### src/rtl/rvfi_trace_scheduler.sv
// -----------------------------------------------------------------------------
// rvfi_trace_scheduler
//
// Buffers RVFI retirement records in a first-word-fall-through FIFO so that a
// co-simulation checker can consume them at its own pace. It tracks records
// lost to overflow and stops accepting new records once the halting
// instruction has been recorded. After that, the buffer drains and done is
// raised.
//
// Optional feature (compile-time macro RVFI_SCHED_ORDER_CHECK_EN):
//   Each record that is pushed or dropped in RUN has its rvfi_order compared
//   with an expected sequence number. A mismatch sets the sticky order_err
//   flag, and the expected value then resynchronises to rvfi_order+1.
//   When the macro is not defined, order_err is tied low.
//
// Parameters
//   DEPTH   FIFO entries (power of two, 2..64)
//   DROP_W  width of the saturating dropped-record counter
//
// Ports
//   clk, reset                  clock, synchronous active-high reset
//   rvfi_*                      retirement record input (valid + fields)
//   flush                       empties the buffer and returns to RUN
//   out_valid / out_ready       head-record handshake. A pop happens at a
//                               rising edge where both are high; out_* carry
//                               the head record whenever out_valid is high.
//   out_order .. out_trap       head record fields (combinational from storage)
//   count                       entries currently held
//   overflow, drop_cnt          sticky drop flag, saturating drop counter
//   order_err                   sticky sequence-number mismatch flag
//   done                        registered; high while in HALTED
//   dbg_state                   FSM state (0 RUN, 1 DRAIN, 2 HALTED)
// -----------------------------------------------------------------------------
module rvfi_trace_scheduler #(
    parameter int DEPTH  = 8,
    parameter int DROP_W = 16
) (
    input  logic                       clk,
    input  logic                       reset,
    input  logic                       rvfi_valid,
    input  logic [63:0]                rvfi_order,
    input  logic [31:0]                rvfi_pc_rdata,
    input  logic [31:0]                rvfi_insn,
    input  logic [31:0]                rvfi_rd_wdata,
    input  logic [4:0]                 rvfi_rd_addr,
    input  logic                       rvfi_trap,
    input  logic                       rvfi_halt,
    input  logic                       flush,
    output logic                       out_valid,
    input  logic                       out_ready,
    output logic [63:0]                out_order,
    output logic [31:0]                out_pc,
    output logic [31:0]                out_insn,
    output logic [4:0]                 out_rd_addr,
    output logic [31:0]                out_rd_wdata,
    output logic                       out_trap,
    output logic [$clog2(DEPTH):0]     count,
    output logic                       overflow,
    output logic [DROP_W-1:0]          drop_cnt,
    output logic                       order_err,
    output logic                       done,
    output logic [1:0]                 dbg_state
);

    localparam int AW = $clog2(DEPTH);
    localparam int CW = AW + 1;

    typedef struct packed {
        logic [63:0] order;
        logic [31:0] pc;
        logic [31:0] insn;
        logic [4:0]  rd_addr;
        logic [31:0] rd_wdata;
        logic        trap;
    } rec_t;

    typedef enum logic [1:0] {
        ST_RUN    = 2'd0,
        ST_DRAIN  = 2'd1,
        ST_HALTED = 2'd2
    } state_e;

    rec_t              mem_q [DEPTH];
    logic [AW-1:0]     wr_ptr_q, wr_ptr_d;
    logic [AW-1:0]     rd_ptr_q, rd_ptr_d;
    logic [CW-1:0]     count_q, count_d;
    state_e            state_q, state_d;
    logic              done_q, done_d;
    logic              overflow_q, overflow_d;
    logic [DROP_W-1:0] drop_cnt_q, drop_cnt_d;

    logic full;
    logic in_run;
    logic pop;
    logic push;
    logic drop;
    logic seen;
    rec_t in_rec;

    assign in_rec = '{order:    rvfi_order,
                      pc:       rvfi_pc_rdata,
                      insn:     rvfi_insn,
                      rd_addr:  rvfi_rd_addr,
                      rd_wdata: rvfi_rd_wdata,
                      trap:     rvfi_trap};

    assign full   = (count_q == CW'(DEPTH));
    assign in_run = (state_q == ST_RUN);
    assign pop    = (count_q != '0) && out_ready;
    // A push into a full FIFO is allowed when the head leaves at the same edge.
    // Records that arrive during a flush are discarded, not counted as drops.
    assign push   = rvfi_valid && in_run && !flush && (!full || pop);
    assign drop   = rvfi_valid && in_run && !flush && full && !pop;
    assign seen   = push || drop;

    // ---------------- datapath next-state ----------------
    always_comb begin
        wr_ptr_d   = wr_ptr_q;
        rd_ptr_d   = rd_ptr_q;
        count_d    = count_q;
        overflow_d = overflow_q | drop;
        drop_cnt_d = drop_cnt_q;
        if (push) begin
            wr_ptr_d = wr_ptr_q + AW'(1);
        end
        if (pop) begin
            rd_ptr_d = rd_ptr_q + AW'(1);
        end
        case ({push, pop})
            2'b10:   count_d = count_q + CW'(1);
            2'b01:   count_d = count_q - CW'(1);
            default: count_d = count_q;
        endcase
        if (drop && !(&drop_cnt_q)) begin
            drop_cnt_d = drop_cnt_q + DROP_W'(1);
        end
        if (flush) begin
            wr_ptr_d = '0;
            rd_ptr_d = '0;
            count_d  = '0;
        end
    end

    // ---------------- FSM: state register ----------------
    always_ff @(posedge clk) begin
        if (reset) begin
            state_q <= ST_RUN;
        end else begin
            state_q <= state_d;
        end
    end

    // ---------------- FSM: next-state logic ----------------
    always_comb begin
        state_d = state_q;
        case (state_q)
            // A halting record moves the FSM to DRAIN even if it was dropped.
            ST_RUN:    if (seen && rvfi_halt) state_d = ST_DRAIN;
            // No pushes happen in DRAIN, so count_d here reflects only pops.
            ST_DRAIN:  if (count_d == '0)     state_d = ST_HALTED;
            ST_HALTED: state_d = ST_HALTED;
            default:   state_d = ST_RUN;
        endcase
        if (flush) begin
            state_d = ST_RUN;
        end
    end

    // ---------------- FSM: output logic ----------------
    always_comb begin
        done_d    = (state_d == ST_HALTED);
        dbg_state = state_q;
    end

    // ---------------- registers ----------------
    always_ff @(posedge clk) begin
        if (reset) begin
            wr_ptr_q   <= '0;
            rd_ptr_q   <= '0;
            count_q    <= '0;
            done_q     <= 1'b0;
            overflow_q <= 1'b0;
            drop_cnt_q <= '0;
        end else begin
            wr_ptr_q   <= wr_ptr_d;
            rd_ptr_q   <= rd_ptr_d;
            count_q    <= count_d;
            done_q     <= done_d;
            overflow_q <= overflow_d;
            drop_cnt_q <= drop_cnt_d;
        end
    end

    // Storage has no reset; its contents are only visible while count != 0.
    always_ff @(posedge clk) begin
        if (push) begin
            mem_q[wr_ptr_q] <= in_rec;
        end
    end

`ifdef RVFI_SCHED_ORDER_CHECK_EN
    logic [63:0] exp_order_q, exp_order_d;
    logic        order_err_q, order_err_d;

    always_comb begin
        exp_order_d = exp_order_q;
        order_err_d = order_err_q;
        if (seen) begin
            if (rvfi_order != exp_order_q) begin
                order_err_d = 1'b1;
            end
            // Resync on every record so one gap reports once, not forever.
            exp_order_d = rvfi_order + 64'd1;
        end
    end

    always_ff @(posedge clk) begin
        if (reset) begin
            exp_order_q <= '0;
            order_err_q <= 1'b0;
        end else begin
            exp_order_q <= exp_order_d;
            order_err_q <= order_err_d;
        end
    end

    assign order_err = order_err_q;
`else
    assign order_err = 1'b0;
`endif

    // ---------------- outputs ----------------
    assign out_valid    = (count_q != '0);
    assign out_order    = mem_q[rd_ptr_q].order;
    assign out_pc       = mem_q[rd_ptr_q].pc;
    assign out_insn     = mem_q[rd_ptr_q].insn;
    assign out_rd_addr  = mem_q[rd_ptr_q].rd_addr;
    assign out_rd_wdata = mem_q[rd_ptr_q].rd_wdata;
    assign out_trap     = mem_q[rd_ptr_q].trap;
    assign count        = count_q;
    assign overflow     = overflow_q;
    assign drop_cnt     = drop_cnt_q;
    assign done         = done_q;

endmodule

### config.mk
export PLATFORM = sky130hd
export DESIGN_NAME = rvfi_trace_scheduler
export DESIGN_NICKNAME = d
export VERILOG_FILES = /design/src/rtl/rvfi_trace_scheduler.sv
export SDC_FILE = /design/constraint.sdc
export NUM_CORES = 1
export LEC_CHECK = 0
export CAP_MARGIN = 25
export CORE_MARGIN = 8
export CORE_UTILIZATION = 35
export DETAILED_ROUTE_END_ITERATION = 8
export PLACE_DENSITY = 0.63
export SETUP_SLACK_MARGIN = 0.3
export SLEW_MARGIN = 15
export SYNTH_ARGS = -nofsm -noshare
export SYNTH_HDL_FRONTEND = slang
export SYNTH_SLANG_ARGS = --single-unit
### constraint.sdc
create_clock -name clk -period 25.7 [get_ports clk]
set_input_delay 5.14 -clock clk [delete_from_list [all_inputs] [get_ports clk]]
set_output_delay 5.14 -clock clk [all_outputs]
set_load 0.02 [all_outputs]
Yosys cells after proc, flatten, opt, wreduce, memory -nomap -nowiden
Memory sizes are Yosys's and may differ from the RTL's. A register that Yosys moved wholly into a read port is not among the register bits. Index checks and enable logic that the tools add are counted.

ROM bits: 0. Output and inout bits: 192. Bits in writable memories: 1328. Bits in latches: 0. Input bits: 172. Word-level logic and storage cells: 49. Register bits after elaboration: 30. Memories kept: 1.

Memory list: mem_q (depth 8, bits a word 166, rd ports 1, clocked after Yosys merged registers in 1, write ports 1, RTL line 83) `rec_t mem_q [DEPTH];`.

Multipliers: 0. Divide/modulo/power cells: 0. Magnitude comparators: 0. Bitwise logic cells: 1. Shift operators: 0. Equality and inequality tests: 6. Add/sub/neg operators: 5. Muxes and demuxes: 10. Reductions and logical operators: 19.

Operator list (count): $add 16x1->16 const B (1); $reduce_and 16->1 (1); $logic_and 1x1->1 (8); $pmux 4 s2 (1); $add 3x1->3 const B (2); $eq 2x2->1 const B (3); $mux 2 (3); $mux 3 (2); $pmux 2 s3 (1); $add 4x1->4 const B (1); $eq 2x1->1 const B (2); $eq 4x4->1 const B (1); $logic_not 1->1 (4); $logic_not 4->1 (1); $mux 4 (1); $reduce_bool 4->1 (1); $sub 4x1->4 const B (1); $logic_not 2->1 (1); $logic_or 1x1->1 (2); $mux 1 (2); $reduce_or 2->1 (1); $or 1x1->1 (1).

Depth between registers and ports, before layout
Word-level depth: 12. Gate-level depth with buffers: 10. Gate-level depth less buffers: 9.

Worst setup path after synthesis
OpenSTA, ideal clock, no wires.

Path type: input port to flip-flop. Start point: input port flush. End point: memory mem_q[0][0] (netlist bit), enable pin. Required time: 24599 ps. Path slack: 3001 ps. Buffers on the path: 0. Data arrival time: 21598 ps. Library setup time: 1101 ps. Stages on the path: 3. Path through: nor4b_2 > o21ai_1 > nor4_1.

Longest elaborated chain between the ends: 5.

RTL lines: start, declared (RTL line 48) `input logic flush,`; $logic_not 1->1 (RTL line 112) `assign push = rvfi_valid && in_run && !flush && (!full || pop);`; $logic_and 1x1->1 (2 in a row) (RTL line 112); $mux 1 (RTL line 196) `if (push) begin`; $mux 1 (not written as such) (RTL line 197) `mem_q[wr_ptr_q] <= in_rec;`; end, declared (RTL line 83).

Every way passes these cells.

==> metrics.txt <==
status complete, no violations; final design utilization 42.53%; GRT overflow 0; global-route wire length before repair 165,100 um; Clock Path Buffers 3; Seq cells post-synth 1,361; Synth cell types 52; Arr. time, crit path 5470 ps; DRT Wirelength 113,100 um; Syn Area/Cell 24.16 um^2; clk_lat worst skew 770 ps; slowest stage delay, CP 830 ps; met1 Track Usage GR 16.01%; dpl cells 4,345; Sw Pwr 0.9329 mW; cell area power density 74.03 mW/mm^2; WL per Instance 24.50 um; TritonCTS clock tree built; sequential share of power 53.6%; Hold WC Path Type reg -> reg; PostCTS Resize Cnt 0; Hold Violations, Final 0; storage element area 0.04055 mm^2; crit path time final 10,610 ps; Synth top area share 77.66%; Slew Limit Fails 0; GRT Overall Usage 14.03%; Leakage 18.70 nW; cell chain of the critical path buf_4, buf_4, buf_12, mux4_2, mux2_2, clkdlybuf4s50_1; largest net degree at the start of global routing 100; Die X 399.0 um; # fillers 12,346; # port buffers 362; placed wire-length estimate 63,070 um; commonest cells after routing, fill and taps aside 1,328 x edfxtp_1, 362 x clkdlybuf4s50_1, 332 x mux4_2; Worst path slowest cell dfxtp_4; die height 399.0 um; mapped cell area 0.05135 mm^2; Cells after Synth 2,125; CTS Hold Buffers Added 0; setup TNS 0 ps; Worst Path Required 20,560 ps; IR drop worst, VDD 0.05809 mV; number of routed nets with antenna violations 0; M3 GR Usage 3.678%; register area share after synthesis 78.95%; Comb pwr share 3.5%; Synth Flop Type edfxtp_1; CORE AREA 0.1457 mm^2; maximum net fanout on the critical path 94; Root Driver clkbuf_16; clock-pin slew on the worst setup and hold paths 60 ps; Ys Warns 0; leading area contributor after synthesis edfxtp_1; clk sinks 1,361; max_cap viols 0; RSZ-0062 raised after global routing no; synth-to-layout area growth 20.72%; Remaining DRCs 0; # nets final 2,751; gpl congestion 0.7471; drt pass-1 iters 5; slew margin rel. 32.95%; GRT met2 Usage 25.25%; Least-Margin Pin Slew 1006 ps; crit path launch type register; total CTS buffers 143; crit-path most repeated cell buf_4; H-tree depth 4; Starting Density 35.23%; boundary pin count 364; Sw Share 20.33%; full die area 0.1592 mm^2; internal power 3.656 mW; syn_nets 2,301; clock skew 20.41 ps; vias in the first global route 25,172; FMAX 94.27 MHz; clock power share 42.9%; layout cells sized above 1 28.19%; fin cells 4,618; routed vias/inst 5.025; Tot Pwr 4.589 mW; Crit. End Element primary output; vias 23,204; top cells by area, synth edfxtp_1 78%, mux4_2 15%, mux2_2 3.7%, dfxtp_1 1.3%, clkbuf_1 0.47%; WHS 492.8 ps; initial antenna violation count 24; multi-input logic area 0.01040 mm^2; Setup Fix Bufs, Post-CTS 0; Final period util 41.28%; 1st-iter DRT viols 1,321; Post-synth ARST share 0%; Row Count 140; EDFF count, synth 1,328; setup violators final 0; gr busiest metal met2; crit path kind reg -> out; most common cell after layout, fill and taps aside edfxtp_1
[final timing paths]
check | to | slack [ps] | cells after the start | from
setup reg to reg | mem_q[0][100] | 21390 | 6 | dbg_state[1]
hold reg to reg | overflow | 490 | 2 | overflow
hold / removal | overflow | 490 | 2 | overflow
setup / recovery | out_order[26] | 15090 | 6 | register
[stage by stage]
stage / cell area (um^2) / setup slack [ps]
floorplan: 51350 / 3001
CTS: 61900 / 14490
detailed placement: 57400 / 15350
finish: 61990 / 15090
global route: 61980 / 14530
global placement: 57340 / 15410
[cells in the mapped netlist (all sizes together) (3+ instances only)]
library cell and number:
a21oi 13, and3 6, buf 42, clkbuf 64, dfxtp 33, edfxtp 1328
ha 4, inv 3, mux2 167, mux2i 3, mux4 332, nand2 15
nand2b 4, nand3 8, nand4 3, nor2 22, nor3 9, nor3b 3
o2111ai 3, o211ai 4, o21ai 8, or3 9, xor2 10
[cells by family after synthesis]
logic type                 share of synthesized area (%)
AOI/OAI and AO/OA                                 0.5507
xor gates and xnor gates                          0.2047
adders and majority gates                        0.09747
buffers and inverters                             0.8967
DFF                                                78.95
muxes                                              18.28
other                                           0.007303
and+or+nand+nor                                    1.009
[per-layer routing]
layer	vias to the layer above	routed length, um
met1	12429	42840
met2	552	60900
met3	186	6152
met4	14	3166
met5	-	86
li1	10023	-
[power groups by stage]
stage | clock (mW) | sequential [mW] | combinational, mW
floorplan | 0 | 2.51 | 0.0691
global placement | 0 | 2.50 | 0.159
detailed placement | 0 | 2.50 | 0.165
CTS | 2.03 | 2.46 | 0.166
global route | 2.11 | 2.46 | 0.174
finish | 1.97 | 2.46 | 0.162
[worst max-delay path, delay by kind of cell, from the launching register on]
| kind | cells | cell delay (ps) |
|---|---|---|
| mux | 2 | 870 |
| flops | 1 | 830 |
| buf+inv | 4 | 2610 |
[flip-flops by register name (all words and copies together), names as in the netlist, named ones only]
name	cells
rd_ptr_q	3
mem_q	1328
dbg_state	2
wr_ptr_q	3
count	4
overflow	1
drop_cnt	16
done	1
[area by class of cell]
| type | count | share of cell area [%] |
|---|---|---|
| antenna | 16 | 0.06459 |
| tap | 1917 | 3.870 |
| sequential | 1361 | 65.42 |
| multi-input combinational | 655 | 16.77 |
| timing repair buffer | 411 | 6.597 |
| inverter | 3 | 0.01817 |
| clock inverter | 81 | 1.300 |
| clock buffer | 174 | 5.961 |
No activity file was read; power rests on OpenSTA's default activity.
